File: config.mk
export PLATFORM = sky130hd
export DESIGN_NAME = load_store_unit
export DESIGN_NICKNAME = d
export VERILOG_FILES = /design/src/rtl/load_store_unit.sv
export SDC_FILE = /design/constraint.sdc
export NUM_CORES = 1
export LEC_CHECK = 0
export ABC_CLOCK_PERIOD_IN_PS = 5400
export BUFFER_PORTS_ARGS = -buffer_cell sky130_fd_sc_hd__buf_4
export CORE_UTILIZATION = 30
export CTS_CLUSTER_DIAMETER = 120
export DETAILED_ROUTE_END_ITERATION = 16
export HOLD_SLACK_MARGIN = 0.05
export PLACE_DENSITY = 0.51
export SYNTH_ARGS = -nofsm -noshare
export SYNTH_HDL_FRONTEND = slang
export SYNTH_SLANG_ARGS = --single-unit
File: constraint.sdc
create_clock -name clk -period 5.4 [get_ports clk]
set_clock_uncertainty 0.05 [all_clocks]
set_input_delay 0.54 -clock clk [delete_from_list [all_inputs] [get_ports clk]]
set_output_delay 0.54 -clock clk [all_outputs]
set_load 0.01 [all_outputs]
File: src/rtl/load_store_unit.sv
// rtl/load_store_unit.sv - single-request load/store initiator for a word-only data memory
module load_store_unit #(
  parameter int DATA_WIDTH = 32
) (
  input  logic                  clk,
  input  logic                  rst_n,
  input  logic                  req_valid,
  output logic                  req_ready,
  input  logic                  req_store,
  input  logic [2:0]            req_funct3,
  input  logic [DATA_WIDTH-1:0] req_addr,
  input  logic [DATA_WIDTH-1:0] req_wdata,
  output logic                  resp_valid,
  output logic                  resp_err,
  output logic [DATA_WIDTH-1:0] resp_rdata,
  output logic [DATA_WIDTH-1:0] mem_addr,
  output logic [DATA_WIDTH-1:0] mem_wd,
  output logic                  mem_we,
  output logic                  mem_read,
  input  logic [DATA_WIDTH-1:0] mem_rd
);

  typedef enum logic [2:0] {IDLE, RD, LATCH, WR, DONE} state_t;

  state_t      state;
  logic        op_store;
  logic [2:0]  op_funct3;
  logic [1:0]  op_lane;
  logic [15:0] op_wdata;

  logic                  req_illegal;
  logic                  req_misaligned;
  logic [7:0]            rd_byte;
  logic [15:0]           rd_half;
  logic [DATA_WIDTH-1:0] load_ext;
  logic [DATA_WIDTH-1:0] merged_word;

  // Classify the incoming request: unsupported funct3 or an address that is not naturally aligned
  always_comb begin
    req_illegal    = 1'b0;
    req_misaligned = 1'b0;
    if (req_store)
      req_illegal = req_funct3[2] || (req_funct3[1:0] == 2'b11);
    else
      req_illegal = (req_funct3[1:0] == 2'b11) || (req_funct3 == 3'b110);
    if (req_funct3[1:0] == 2'b01 && req_addr[0])
      req_misaligned = 1'b1;
    if (req_funct3[1:0] == 2'b10 && req_addr[1:0] != 2'b00)
      req_misaligned = 1'b1;
  end

  // Pick the addressed byte/half out of the memory word and extend it for the load response
  always_comb begin
    rd_byte  = 8'h00;
    rd_half  = op_lane[1] ? mem_rd[31:16] : mem_rd[15:0];
    load_ext = mem_rd;
    case (op_lane)
      2'd0: rd_byte = mem_rd[7:0];
      2'd1: rd_byte = mem_rd[15:8];
      2'd2: rd_byte = mem_rd[23:16];
      default: rd_byte = mem_rd[31:24];
    endcase
    case (op_funct3)
      3'b000: load_ext = {{24{rd_byte[7]}}, rd_byte};
      3'b001: load_ext = {{16{rd_half[15]}}, rd_half};
      3'b100: load_ext = {24'h000000, rd_byte};
      3'b101: load_ext = {16'h0000, rd_half};
      default: load_ext = mem_rd;
    endcase
  end

  // Read-modify-write merge: drop the store byte/half into the freshly read word
  always_comb begin
    merged_word = mem_rd;
    if (op_funct3[1:0] == 2'b00) begin
      case (op_lane)
        2'd0: merged_word[7:0]   = op_wdata[7:0];
        2'd1: merged_word[15:8]  = op_wdata[7:0];
        2'd2: merged_word[23:16] = op_wdata[7:0];
        default: merged_word[31:24] = op_wdata[7:0];
      endcase
    end else begin
      if (op_lane[1])
        merged_word[31:16] = op_wdata;
      else
        merged_word[15:0] = op_wdata;
    end
  end

  // Request sequencer; every port output is a register so memory pins never glitch
  always_ff @(posedge clk or negedge rst_n) begin
    if (!rst_n) begin
      state      <= IDLE;
      op_store   <= 1'b0;
      op_funct3  <= 3'b000;
      op_lane    <= 2'b00;
      op_wdata   <= 16'h0000;
      req_ready  <= 1'b1;
      resp_valid <= 1'b0;
      resp_err   <= 1'b0;
      resp_rdata <= '0;
      mem_addr   <= '0;
      mem_wd     <= '0;
      mem_we     <= 1'b0;
      mem_read   <= 1'b0;
    end else begin
      case (state)
        IDLE: begin
          if (req_valid) begin
            op_store  <= req_store;
            op_funct3 <= req_funct3;
            op_lane   <= req_addr[1:0];
            op_wdata  <= req_wdata[15:0];
            req_ready <= 1'b0;
            if (req_illegal || req_misaligned) begin
              // No memory traffic at all for a rejected request
              state      <= DONE;
              resp_valid <= 1'b1;
              resp_err   <= 1'b1;
              resp_rdata <= '0;
            end else if (req_store && req_funct3 == 3'b010) begin
              // Full-word store needs no read, go straight to the write cycle
              state    <= WR;
              mem_we   <= 1'b1;
              mem_addr <= {req_addr[DATA_WIDTH-1:2], 2'b00};
              mem_wd   <= req_wdata;
            end else begin
              state    <= RD;
              mem_read <= 1'b1;
              mem_addr <= {req_addr[DATA_WIDTH-1:2], 2'b00};
            end
          end
        end
        RD: begin
          // Second read cycle gives a registered-read memory time to present data
          state <= LATCH;
        end
        LATCH: begin
          mem_read <= 1'b0;
          if (op_store) begin
            state  <= WR;
            mem_we <= 1'b1;
            mem_wd <= merged_word;
          end else begin
            state      <= DONE;
            mem_addr   <= '0;
            resp_valid <= 1'b1;
            resp_rdata <= load_ext;
          end
        end
        WR: begin
          state      <= DONE;
          mem_we     <= 1'b0;
          mem_wd     <= '0;
          mem_addr   <= '0;
          resp_valid <= 1'b1;
          resp_rdata <= '0;
        end
        DONE: begin
          state      <= IDLE;
          req_ready  <= 1'b1;
          resp_valid <= 1'b0;
          resp_err   <= 1'b0;
          resp_rdata <= '0;
        end
        default: begin
          state      <= IDLE;
          req_ready  <= 1'b1;
          resp_valid <= 1'b0;
          resp_err   <= 1'b0;
          resp_rdata <= '0;
          mem_addr   <= '0;
          mem_wd     <= '0;
          mem_we     <= 1'b0;
          mem_read   <= 1'b0;
        end
      endcase
    end
  end

endmodule
Yosys cells after proc, flatten, opt, wreduce, memory -nomap -nowiden
Cells that the tools add are included.
W data, S select, Z words.
{"block": "totals", "regBits": 126, "inputBits": 103, "output_inout_bits": 101, "elab_cells": 107}
{"block": "op_classes", "mux": 47, "n_reduce_logical": 22, "n_bitwise": 4, "n_eq_ne": 21}
{"cell": "$mux W32", "count": 11}
{"cell": "$pmux W32 S3", "count": 3}
{"cell": "$pmux W32 S4", "count": 1}
{"cell": "$mux W16", "count": 3}
{"cell": "$mux W8", "count": 4}
{"cell": "$pmux W8 S3", "count": 1}
{"cell": "$mux W1", "count": 14}
{"cell": "$ne A2 B2 Y1 const B", "count": 7}
{"cell": "$eq A3 B3 Y1 const B", "count": 4}
{"cell": "$pmux W3 S4", "count": 1}
{"cell": "$reduce_and A4 Y1", "count": 3}
{"cell": "$eq A3 B2 Y1 const B", "count": 3}
{"cell": "$mux W3", "count": 3}
{"cell": "$reduce_or A3 Y1", "count": 3}
{"cell": "$eq A2 B2 Y1 const B", "count": 3}
{"cell": "$eq A3 B1 Y1 const B", "count": 2}
{"cell": "$logic_not A3 Y1", "count": 2}
{"cell": "$pmux W1 S2", "count": 3}
{"cell": "$reduce_and A5 Y1", "count": 1}
{"cell": "$eq A2 B1 Y1 const B", "count": 2}
{"cell": "$logic_not A2 Y1", "count": 2}
{"cell": "$not A1 Y1", "count": 4}
{"cell": "$pmux W1 S4", "count": 1}
{"cell": "$reduce_and A2 Y1", "count": 2}
{"cell": "7 further kinds", "count": 11}

Longest topological paths before layout
{"block": "logic_depth", "ltp_word": 8, "ltp_mapped": 7, "mapped_depth_nobuf": 4}

Least setup slack after synthesis
No wires, ideal clock.
{"block": "synth_path", "path_kind": "input -> register", "from": "in req_funct3[0]", "to": "reg mem_wd[16]", "required_ps": 5225, "n_path_buf": 1, "path_stages": 5, "slack_ps": 3166, "arrival_time_ps": 2059, "cell_sequence": "or4_4 > a21o_1 > o21ai_4 > buf_6 > mux2_2"}
{"block": "synth_via", "elab_chain_cells": 7, "word_cells_on_any_way": 17, "classes_between": "eq/ne (7); mux (3); reduce/logical (7)"}
{"item": "from (decl)", "line": "10", "source": "input logic [2:0] req_funct3,"}
{"item": "$eq A2 B1 Y1", "line": "46", "source": "if (req_funct3[1:0] == 2'b01 && req_addr[0])"}
{"item": "$logic_and A1 B1 Y1", "line": "46"}
{"item": "$mux W1", "line": "46"}
{"item": "$mux W1", "line": "48", "source": "if (req_funct3[1:0] == 2'b10 && req_addr[1:0] != 2'b00)"}
{"item": "$logic_or A1 B1 Y1", "line": "115", "source": "if (req_illegal || req_misaligned) begin"}
{"item": "$ne A2 B2 Y1 (no source line)"}
{"item": "$reduce_and A5 Y1 (no source line) *"}
{"item": "to (signal assigned)", "line": "126", "source": "mem_wd <= req_wdata;"}
{"item": "to (signal assigned)", "line": "143", "source": "mem_wd <= merged_word;"}
{"item": "to (decl)", "line": "17", "source": "output logic [DATA_WIDTH-1:0] mem_wd,"}
Every way passes the cells marked *; elsewhere a longest branch is shown, timed or not.
A chain may end at the register's enable or synchronous reset.

Final worst setup path
{"block": "layout_path", "from": "reg state[1]", "to": "reg mem_wd[27]"}
{"block": "layout_via", "elab_chain_cells": 4, "word_cells_on_any_way": 12, "classes_between": "eq/ne (7); mux (1); bitwise (1); reduce/logical (3)"}
{"item": "from (decl)", "line": "25", "source": "state_t state;"}
{"item": "from (signal assigned)", "line": "93", "source": "state <= IDLE;"}
{"item": "from (signal assigned)", "line": "117", "source": "state <= DONE;"}
{"item": "from (signal assigned)", "line": "123", "source": "state <= WR;"}
{"item": "$eq A3 B1 Y1 or $eq A3 B3 Y1 (tied branches)", "line": "107", "source": "case (state)"}
{"item": "$reduce_or A2 Y1 (no source line)"}
{"item": "$not A1 Y1 (no source line)"}
{"item": "$reduce_and A5 Y1 (no source line)"}
Several ways; a longest one is shown, not always the timed one.

==> impl_metrics.csv <==
group,metric,value,unit
layout,final_cell_area,0.00865,mm^2
power,p_leak,3.96,nW
sta,setup_violations,0,
setup_path,slowest_stage,"nor3b_2",
logic_synthesis,yosysTopAreaCell,"dfrtp_1",
clock_network,worstSkewPairLatency,420,ps
run,max_cap_violations,0,
die,die_y,148,um
detailed_routing,vias,5732,
clock_network,clk_pin_slew,60,ps
power,p_per_area,587,mW/mm^2
logic_synthesis,synth_edf_count,0,
setup_path,start_kind,"register",
layout,drive_above_1_share,0.429,
sta,slew_violations,0,
sta,rsz0062_at_grt,"false",
logic_synthesis,synthFlopType,"dfrtp_1",
setup_path,crit_fanout,36,
setup_path,critPathCaptureType,"register",
layout,antenna_cells,0,
power,peakVddDrop,0.228,mV
hold_path,hp-class,"in2async",
detailed_routing,via_per_inst,5.58,
logic_synthesis,ys_types,53,
outcome,run_status,"finished, final reports clean",
clock_network,clockRootBuffer,"clkbuf_16",
detailed_routing,wirelength,22.1,mm
logic_synthesis,syn_inst,567,
die,die_w,148,um
clock_network,cts_sinks,124,
die,ios,204,
clock_network,ctsResizeCount,0,
logic_synthesis,synth_top_area_frac,0.481,
sta,worst_slew_pin_slew,1260,ps
setup_path,arrival,3000,ps
global_routing,grt_overflow,0,
global_routing,grtUsageTotal,0.206,
setup_path,crit_chain,"buf_4 -> nor3b_2 -> o21ai_0 -> a21oi_1 -> mux2_2",
die,rows,53,
layout,final_nets,844,
die,core,0.0210,mm^2
setup_path,required,5710,ps
detailed_routing,drtAntennaViolNets,0,
global_routing,antenna_found_initial,0,
sta,fmax,371,MHz
detailed_routing,firstDrtPassIters,8,
die,die-area,0.0219,mm^2
setup_path,cpPeakStageDelay,860,ps
logic_synthesis,yosysWarnings,0,
detailed_routing,remaining_drc_errors,0,
logic_synthesis,avgSynthCellArea,11.3,um^2
logic_synthesis,ys_seq_area_frac,0.485,
detailed_routing,first_iter_violations,378,
global_routing,grt_max_degree,68,
sta,hold_violations,0,
logic_synthesis,ys_ff_latch,124,
logic_synthesis,synth.area.top_cells,"dfrtp_1 48%, mux2_2 12%, a22o_1 5.3%",
power,totalPowerFinal,5.08,mW
clock_network,h-tree-depth,4,
sta,relSlewSlack,0.156,
global_routing,grt_pass1_vias,5681,
logic_synthesis,synthesis.area,0.00639,mm^2
clock_network,clk_path_buf_depth,2,
sta,min_period_over_period,0.499,
logic_synthesis,synthArstFlopShare,1.00,
setup_path,crit_type,"reg2reg",
clock_network,hold_buffers,0,
place,gp_congestion,0.836,
place,postPlaceCellArea,0.00805,mm^2
place,hpwl,16.1,mm
sta,fin_tns_setup,0,ps
layout,area_delta_synth_final,35.3,%
clock_network,cts_buffers,17,
place,io_buffers,201,
die,initial_core_util,0.305,
detailed_routing,wire_per_inst,21.5,um
clock_network,post_cts_buffers,0,
sta,period_needed,2690,ps
global_routing,grt_pass1_wl,33.8,mm
clock_network,cts_tree,"built",
## cell families after synthesis
family,Yosys count,share of synthesized area
multiplexers,70,0.125
AND/OR/NAND/NOR,75,0.0667
flip-flops,124,0.485
buffers and inverters,81,0.0620
other,1,0.000586
AO/OA/AOI/OAI,216,0.260
## worst max-delay path, delay by kind of cell, from the launching register on
kind / cells / cell delay (ps)
buffers and inverters: 1 / 400
multiplexers: 1 / 230
flip-flops: 1 / 550
AO/OA/AOI/OAI: 2 / 540
AND/OR/NAND/NOR: 1 / 860
## report_power, final
group          internal [mW]  switching, mW
Combinational           1.06           1.16
Sequential              1.30          0.381
Clock                  0.738          0.442
Total                   3.10           1.98
## worst paths after layout
path | start | to | depth (start not counted) | slack [ps]
max | state[1] | mem_wd[27] | 5 | 2710
max reg2reg | state[1] | mem_wd[27] | 5 | 2710
min | rst_n | resp_rdata[8] | 1 | 150
min in group clk | req_addr[11] | mem_addr[11] | 2 | 280
max in group asynchronous | rst_n | op_wdata[0] | 2 | 3810
min reg2reg | req_ready | req_ready | 2 | 450
## flip-flops by register name, indices dropped and copies added (netlist names), 2 cells and up
| register | flops |
|---|---|
| state | 3 |
| op_funct3 | 3 |
| resp_rdata | 32 |
| mem_wd | 32 |
| mem_addr | 30 |
| op_lane | 2 |
| op_wdata | 16 |
## placed cells by master, fill, tap and decap left out, types with 14 or more instances in the layout
cell,n
buf_4,209
dfrtp_1,123
mux2_2,69
a22o_1,39
o21ai_0,30
inv_1,24
o211ai_1,23
nand2_1,19
a21oi_1,18
a311oi_1,17
clkbuf_16,17
a221o_1,16
nor4_1,16
nor2_1,14
## final cells by class
class	instances	area, um^2
tap	275	344
timing repair buffer	209	1570
fill	2094	12300
clock buffer	18	439
multi-input combinational	363	2930
clock inverter	13	168
inverter	26	97.6
sequential	124	3100
## metal layers
layer | wire length (um) | up-vias | track usage | share of wire
met2 | 10200 | 283 | 0.315 | 0.46
li1 | - | 2570 | - | -
met4 | 328 | 0 | 0.0629 | 0.015
met3 | 1870 | 22 | 0.0556 | 0.084
met5 | 0 | - | 0 | 0
met1 | 9740 | 2857 | 0.283 | 0.44
## Yosys cell counts, drive strengths merged, types with 2 or more instances
cell and n:
nor2 14, dfrtp 123, nand3b 2, inv 24, clkinv 2, a22o 39, nor3b 3, nor4 16
a222oi 9, nand2b 4, a221o 17, a311oi 17, o31ai 8, mux2 69, nand2 19, o21ai 33
o211ai 23, a21boi 9, o41ai 2, o22ai 8, and3 8, clkbuf 26, or3 2, o21a 4
a2bb2oi 7, buf 29, a22oi 8, a211oi 3, a32o 6, a21oi 18
## stage by stage
| stage | hold slack, ps | util | setup WS (ps) | std cells |
|---|---|---|---|---|
| after floorplan | 194 | - | 3170 | 568 |
| after global placement | 432 | 0.384 | 2490 | 997 |
| after detailed placement | 431 | 0.384 | 2430 | 997 |
| after CTS | 175 | 0.413 | 2750 | 1028 |
| after global routing | 216 | 0.413 | 2490 | 1028 |
| final | 153 | 0.413 | 2710 | 1028 |
Note: power is estimated with default switching activity, not from simulation.
